## config.mk

```make
export PLATFORM = sky130hd
export DESIGN_NAME = instruction_fetch_unit
export DESIGN_NICKNAME = d
export VERILOG_FILES = /design/src/rtl/instruction_fetch_unit_pkg.sv /design/src/rtl/instruction_fetch_unit_fetch_queue.sv /design/src/rtl/instruction_fetch_unit.sv
export SDC_FILE = /design/constraint.sdc
export NUM_CORES = 1
export LEC_CHECK = 0
export ABC_AREA = 1
export CAP_MARGIN = 25
export CELL_PAD_IN_SITES_DETAIL_PLACEMENT = 0
export CELL_PAD_IN_SITES_GLOBAL_PLACEMENT = 1
export CORE_UTILIZATION = 34
export DETAILED_ROUTE_END_ITERATION = 8
export DONT_BUFFER_PORTS = 1
export HOLD_SLACK_MARGIN = 0.03
export PLACE_DENSITY = 0.61
export REMOVE_ABC_BUFFERS = 1
export SLEW_MARGIN = 0
export SYNTH_ARGS = -nofsm -noshare
export SYNTH_HDL_FRONTEND = slang
export SYNTH_SLANG_ARGS = --single-unit
```

## constraint.sdc

```tcl
create_clock -name CLK -period 18.4 [get_ports CLK]
set_clock_uncertainty 0.15 [all_clocks]
set_input_delay 2.76 -clock CLK [delete_from_list [all_inputs] [get_ports CLK]]
set_output_delay 2.76 -clock CLK [all_outputs]
set_load 0.05 [all_outputs]
```

## src/rtl/instruction_fetch_unit_pkg.sv

```systemverilog
// Shared definitions for the instruction fetch unit.
// Contents:
//   WORD_W          - instruction/address word width
//   PC_INC          - sequential PC step
//   PC_ALIGN_MASK   - clears the byte-offset bits of an address
//   DEF_RESET_PC    - default reset PC
//   DEF_EXC_VECTOR  - default overflow-exception vector
//   fetch_entry_t   - one fetch-queue entry {instr, pc}
//   align_pc()      - forces an address onto a word boundary
package instruction_fetch_unit_pkg;

    localparam int                WORD_W         = 32;
    localparam logic [WORD_W-1:0] PC_INC         = 32'd4;
    localparam logic [WORD_W-1:0] PC_ALIGN_MASK  = 32'hFFFF_FFFC;
    localparam logic [WORD_W-1:0] DEF_RESET_PC   = 32'h0000_0000;
    localparam logic [WORD_W-1:0] DEF_EXC_VECTOR = 32'hF000_0000;

    typedef struct packed {
        logic [WORD_W-1:0] instr;
        logic [WORD_W-1:0] pc;
    } fetch_entry_t;

    function automatic logic [WORD_W-1:0] align_pc(input logic [WORD_W-1:0] addr);
        return addr & PC_ALIGN_MASK;
    endfunction

endpackage

```

## src/rtl/instruction_fetch_unit_fetch_queue.sv

```systemverilog
// fetch_queue: small in-order circular buffer holding fetched instructions.
// Ports:
//   clk_i    - clock, all updates on rising edge
//   rst_i    - synchronous active-high reset (control state only)
//   push_i   - enqueue wdata_i (ignored when full without a pop, or on flush)
//   pop_i    - dequeue the head (ignored when empty, or on flush)
//   flush_i  - empty the queue; any push/pop in the same cycle is dropped
//   wdata_i  - entry to enqueue
//   rdata_o  - head entry; all zeros while the queue is empty
//   full_o   - occupancy equals DEPTH
//   empty_o  - occupancy is zero
module fetch_queue
    import instruction_fetch_unit_pkg::*;
#(
    parameter int DEPTH = 2
) (
    input  logic         clk_i,
    input  logic         rst_i,
    input  logic         push_i,
    input  logic         pop_i,
    input  logic         flush_i,
    input  fetch_entry_t wdata_i,
    output fetch_entry_t rdata_o,
    output logic         full_o,
    output logic         empty_o
);

    localparam int PTR_W = (DEPTH > 1) ? $clog2(DEPTH) : 1;
    localparam int CNT_W = PTR_W + 1;

    fetch_entry_t     mem_q [DEPTH];
    logic [PTR_W-1:0] head_q, head_d;
    logic [PTR_W-1:0] tail_q, tail_d;
    logic [CNT_W-1:0] count_q, count_d;
    logic             do_push, do_pop;

    assign full_o  = (count_q == CNT_W'(DEPTH));
    assign empty_o = (count_q == '0);

    assign do_pop  = pop_i  & !empty_o & !flush_i;
    assign do_push = push_i & (!full_o | do_pop) & !flush_i;

    // Zero head while empty so the consumer sees clean outputs after reset/flush.
    assign rdata_o = empty_o ? '0 : mem_q[head_q];

    always_comb begin
        head_d  = head_q;
        tail_d  = tail_q;
        count_d = count_q;
        if (flush_i) begin
            head_d  = '0;
            tail_d  = '0;
            count_d = '0;
        end else begin
            // DEPTH is a power of two, so pointer overflow is the modulo wrap.
            if (do_pop)  head_d = head_q + PTR_W'(1);
            if (do_push) tail_d = tail_q + PTR_W'(1);
            if (do_push && !do_pop)      count_d = count_q + CNT_W'(1);
            else if (do_pop && !do_push) count_d = count_q - CNT_W'(1);
        end
    end

    always_ff @(posedge clk_i) begin
        if (rst_i) begin
            head_q  <= '0;
            tail_q  <= '0;
            count_q <= '0;
        end else begin
            head_q  <= head_d;
            tail_q  <= tail_d;
            count_q <= count_d;
        end
    end

    // Storage is not reset; entries are only observable once counted in.
    always_ff @(posedge clk_i) begin
        if (do_push && !rst_i) mem_q[tail_q] <= wdata_i;
    end

endmodule

```

## src/rtl/instruction_fetch_unit.sv

```systemverilog
// instruction_fetch_unit: fetch stage in front of a combinational instruction
// memory. Owns the PC, queues fetched words and hands {Instr, PC, PC+4} to
// decode over a valid/ready handshake. Redirects and exceptions flush the queue.
// Ports:
//   CLK            - clock
//   Reset          - synchronous active-high reset, dominates all inputs
//   ImemAddress    - fetch address (current PC, word aligned)
//   ImemData       - instruction word returned combinationally for ImemAddress
//   Instr          - head-of-queue instruction
//   InstrPC        - PC of Instr
//   InstrPCPlus4   - InstrPC + 4 (mod 2^32)
//   InstrValid     - head entry valid
//   InstrReady     - decode accepts the head this cycle
//   RedirectValid  - taken branch/jump/jr
//   RedirectTarget - redirect PC, low two bits ignored
//   Exception      - overflow exception, redirect to EXC_VECTOR
//   DeliveredCount - completed handshakes, saturating
module instruction_fetch_unit
    import instruction_fetch_unit_pkg::*;
#(
    parameter logic [31:0] RESET_PC   = DEF_RESET_PC,
    parameter logic [31:0] EXC_VECTOR = DEF_EXC_VECTOR,
    parameter int          QDEPTH     = 2
) (
    input  logic        CLK,
    input  logic        Reset,
    output logic [31:0] ImemAddress,
    input  logic [31:0] ImemData,
    output logic [31:0] Instr,
    output logic [31:0] InstrPC,
    output logic [31:0] InstrPCPlus4,
    output logic        InstrValid,
    input  logic        InstrReady,
    input  logic        RedirectValid,
    input  logic [31:0] RedirectTarget,
    input  logic        Exception,
    output logic [31:0] DeliveredCount
);

    logic [31:0]  pc_q, pc_d;
    logic [31:0]  delivered_q, delivered_d;
    logic         flush, pop, push;
    logic         q_full, q_empty;
    fetch_entry_t head_entry;
    fetch_entry_t new_entry;

    // Any redirect discards both the in-flight queue and the fetch at the current PC.
    assign flush = Exception | RedirectValid;
    assign pop   = InstrValid & InstrReady;
    assign push  = !flush & (!q_full | pop);

    assign new_entry.instr = ImemData;
    assign new_entry.pc    = pc_q;

    fetch_queue #(
        .DEPTH (QDEPTH)
    ) u_fetch_queue (
        .clk_i   (CLK),
        .rst_i   (Reset),
        .push_i  (push),
        .pop_i   (pop),
        .flush_i (flush),
        .wdata_i (new_entry),
        .rdata_o (head_entry),
        .full_o  (q_full),
        .empty_o (q_empty)
    );

    assign ImemAddress    = pc_q;
    assign InstrValid     = !q_empty;
    assign Instr          = head_entry.instr;
    assign InstrPC        = head_entry.pc;
    // Empty head reads as all zeros, so PC+4 is forced to zero as well.
    assign InstrPCPlus4   = q_empty ? '0 : head_entry.pc + PC_INC;
    assign DeliveredCount = delivered_q;

    // Next-PC priority: Exception > redirect > sequential fetch > stall.
    always_comb begin
        pc_d = pc_q;
        if (Exception)          pc_d = align_pc(EXC_VECTOR);
        else if (RedirectValid) pc_d = align_pc(RedirectTarget);
        else if (push)          pc_d = pc_q + PC_INC;
    end

    // A pop coinciding with a flush is not a delivery.
    always_comb begin
        delivered_d = delivered_q;
        if (pop && !flush && (delivered_q != 32'hFFFF_FFFF))
            delivered_d = delivered_q + 32'd1;
    end

    always_ff @(posedge CLK) begin
        if (Reset) begin
            pc_q        <= align_pc(RESET_PC);
            delivered_q <= '0;
        end else begin
            pc_q        <= pc_d;
            delivered_q <= delivered_d;
        end
    end

endmodule

```

==> impl_metrics.csv <==
group,metric,value,unit
drt,drt_iter0_markers,515,
sta,rsz0062_at_grt,"false",
layout,area_growth,9.02,%
min_path,min_from,"u_fetch_queue.tail_q$_SDFFE_PP0P_",
grt,grt_pass1_vias,7917,
power,intPower,0.649,mW
clock_tree,clock_sinks,191,
synth,yosys-top-cells-area,"edfxtp_1 37%, nand2_1 19%, dfxtp_1 13%, nor2_1 6.5%, a21oi_1 4.6%",
worst_setup_path,critPathLaunchType,"flop",
floorplanning,initial_core_util,0.349,
worst_setup_path,r2r_slack,15.08,ns
worst_setup_path,critPathTopFamily,"simple AND/OR/NAND/NOR gates",
grt,grt_antenna_before_repair,1,
floorplanning,die_w,174,µm
synth,yosysSeqAreaShare,0.502,
worst_setup_path,cp_data_arrival_time,4.74,ns
sta,period_share,0.416,
grt,grt_use_met2,0.304,
grt,use_met3,0.0573,
min_path,min_path_type,"flop to flop",
synth,yosys_warnings,0,
clock_tree,clockBufferDepth,2,
grt,track_usage,0.197,
synth,ys.flop_type,"edfxtp_1",
worst_setup_path,cp_max_fo,58,
power,p_sw,0.231,mW
clock_tree,cts_buffers,17,
layout,fin_util,0.380,
power,switching_share,0.262,
clock_tree,cts_resized,0,
sta,setup_tns,0,ns
worst_setup_path,cpMaxStageDelayCell,"xor2_1",
power,cellPowerDensity,80.0,mW/mm²
synth,synth_most_common_cell,"nand2_1",
floorplanning,die-area,0.0304,mm²
power,clock_power_share,0.399,
grt,grt_first_pass_wirelength,46.2,mm
sta,tightest_slew,1.11,ns
synth,synth-edff-count,124,
synth,ys_types,39,
worst_setup_path,cp_cell_sequence,"inv_2, nand2_4, inv_2, nor2_2, ha_1, inv_1, nor2_1, nand2_1, nor2_1, xor2_1",
power,pwr-share-seq,0.544,
synth,syn-instance-count,1331,
run,maxCapViolations,0,
sta,fmax,131,MHz
clock_tree,hold_buffers,0,
clock_tree,clk_latency,0.45,ns
worst_setup_path,endpoint_kind,"primary output",
layout,layout-drive-gt1-share,0.0577,
worst_setup_path,cpPeakStageDelay,0.79,ns
floorplanning,num_rows,62,
grt,overflow,0,
grt,busiest_layer,"met2",
drt,drc,0,
synth,synth_top_cell_area_share,0.369,
grt,use_met1,0.266,
synth,ys_top_cells_by_count,"506 x nand2_1, 174 x nor2_1, 124 x edfxtp_1, 107 x inv_1, 92 x a21oi_1",
worst_setup_path,critPathLaunch,"u_fetch_queue.count_q[0]$_SDFFE_PP0P_",
layout,fin_nets,1395,
power,power_frac_comb,0.057,
status,run_status,"completed",
clock_tree,htreeDepth,4,
layout,fin_cells,1720,
power,p_total,0.880,mW
drt,ant_nets,0,
synth,ys_ff_latch,191,
floorplanning,num_io_pins,230,
worst_setup_path,crit_buf_inv,3,
synth,syn_area_per_cell,7.58,µm²
synth,yosysTopAreaCell,"edfxtp_1",
power,ir_drop,0.0614,mV
clock_tree,clkSlewWorstSetupHoldPaths,0.07,ns
placement,place_inst,1685,
drt,vias,8309,
drt,firstDrtPassIters,5,
power,leakage,4.27,nW
floorplanning,core,0.0289,mm²
clock_tree,cts_setup_buffers,0,
sta,setup_viol,0,
sta,relSlewSlack,0.263,
drt,drt-total-wl,29.5,mm
clock_tree,cts_root_buffer,"clkbuf_16",
worst_setup_path,r2r-start,"u_fetch_queue.count_q[1]$_SDFFE_PP0P_",
synth,syn_area,0.0101,mm²
placement,portBuffers,0,
sta,period_minus_slack,7.65,ns
synth,async_flop_share,0,
placement,dp_hpwl,21.0,mm
sta,hold_viol,0,
placement,gp_congestion,0.817,
grt,grt_max_degree,63,
drt,wl_per_cell,17.1,µm
sta,slew_viol_final,0,
drt,via_per_inst,4.83,
worst_setup_path,critPathKind,"flop to primary output",
floorplanning,dieHeight,174,µm
worst_setup_path,cp_data_required_time,15.49,ns
clock_tree,tritoncts,"done",
-- area by class of cell --
| type | count | area [µm²] |
|---|---|---|
| Fill cell | 3110 | 17900 |
| Inverter | 115 | 437 |
| Clock inverter | 15 | 125 |
| Timing Repair Buffer | 16 | 120 |
| Sequential cell | 191 | 5070 |
| Tap cell | 384 | 480 |
| Antenna cell | 1 | 2.50 |
| Clock buffer | 17 | 425 |
| Multi-Input combinational cell | 981 | 4350 |
-- worst paths after layout --
kind                                           to  depth (start not counted)
min             u_fetch_queue.tail_q$_SDFFE_PP0P_                          2
max reg2reg  u_fetch_queue.mem_q[0][59]$_DFFE_PP_                          8
max                              InstrPCPlus4[18]                         10
min reg2reg     u_fetch_queue.tail_q$_SDFFE_PP0P_                          2
-- layer usage --
metal / wire length (µm) / part of all wire / vias to the layer above
li1: - / - / 4253
met1: 13800 / 0.47 / 3808
met2: 13100 / 0.44 / 222
met3: 2110 / 0.071 / 26
met4: 455 / 0.015 / 0
met5: 0 / 0 / -
-- power by group through the flow --
stage | combinational, mW | sequential [mW] | clock (mW)
floorplan | 0.0369 | 0.487 | 0
detailed placement | 0.0502 | 0.489 | 0
CTS | 0.0504 | 0.479 | 0.359
global placement | 0.0498 | 0.488 | 0
finish | 0.0501 | 0.479 | 0.351
global route | 0.0548 | 0.480 | 0.377
-- registers in the layout, summed over array words and instances (netlist names), named ones only --
name                   count
DeliveredCount            32
ImemAddress               30
u_fetch_queue.count_q      2
u_fetch_queue.head_q       1
u_fetch_queue.mem_q      124
u_fetch_queue.tail_q       1
-- cells in the final DEF, fill, tap and decap left out, types with 4 or more instances in the layout --
| cell | n |
|---|---|
| nor2_2 | 9 |
| nand3_1 | 71 |
| a22oi_1 | 6 |
| nor3_1 | 11 |
| buf_4 | 14 |
| nand3b_1 | 13 |
| o21ai_0 | 29 |
| nand4_1 | 7 |
| ha_1 | 4 |
| inv_2 | 7 |
| xor2_1 | 23 |
| conb_1 | 6 |
| inv_6 | 5 |
| clkbuf_16 | 17 |
| nand2_2 | 4 |
| edfxtp_1 | 124 |
| inv_1 | 107 |
| dfxtp_1 | 66 |
| a21oi_1 | 92 |
| nand2_1 | 506 |
| xnor2_1 | 5 |
| nor2_1 | 173 |
-- stage by stage --
stage | hold slack, ns | instance area (µm²) | worst slack [ns]
after floorplan | 0.295 | 9830 | 10.15
after global placement | 0.308 | 10400 | 11.10
after detailed placement | 0.311 | 10400 | 11.08
after CTS | 0.319 | 11000 | 10.60
after global routing | 0.369 | 11000 | 10.33
final | 0.324 | 11000 | 10.75
-- cells by family (layout without fill, tap and decap cells) --
family / after synthesis / count (layout) / synth area share
AOI/OAI and AO/OA: 136 / 136 / 0.0715
xor gates and xnor gates: 28 / 28 / 0.0243
adders and majority gates: 4 / 4 / 0.00496
buffers and inverters: 164 / 163 / 0.0710
DFF: 191 / 191 / 0.502
other: 1 / 7 / 0.000371
and+or+nand+nor: 807 / 807 / 0.326
-- worst min-delay path: stages (launching register included) --
cell     delay (ns)
dfxtp_1        0.31
nand2_1        0.06
a21oi_1        0.06
No activity file was read; power rests on OpenSTA's default activity.
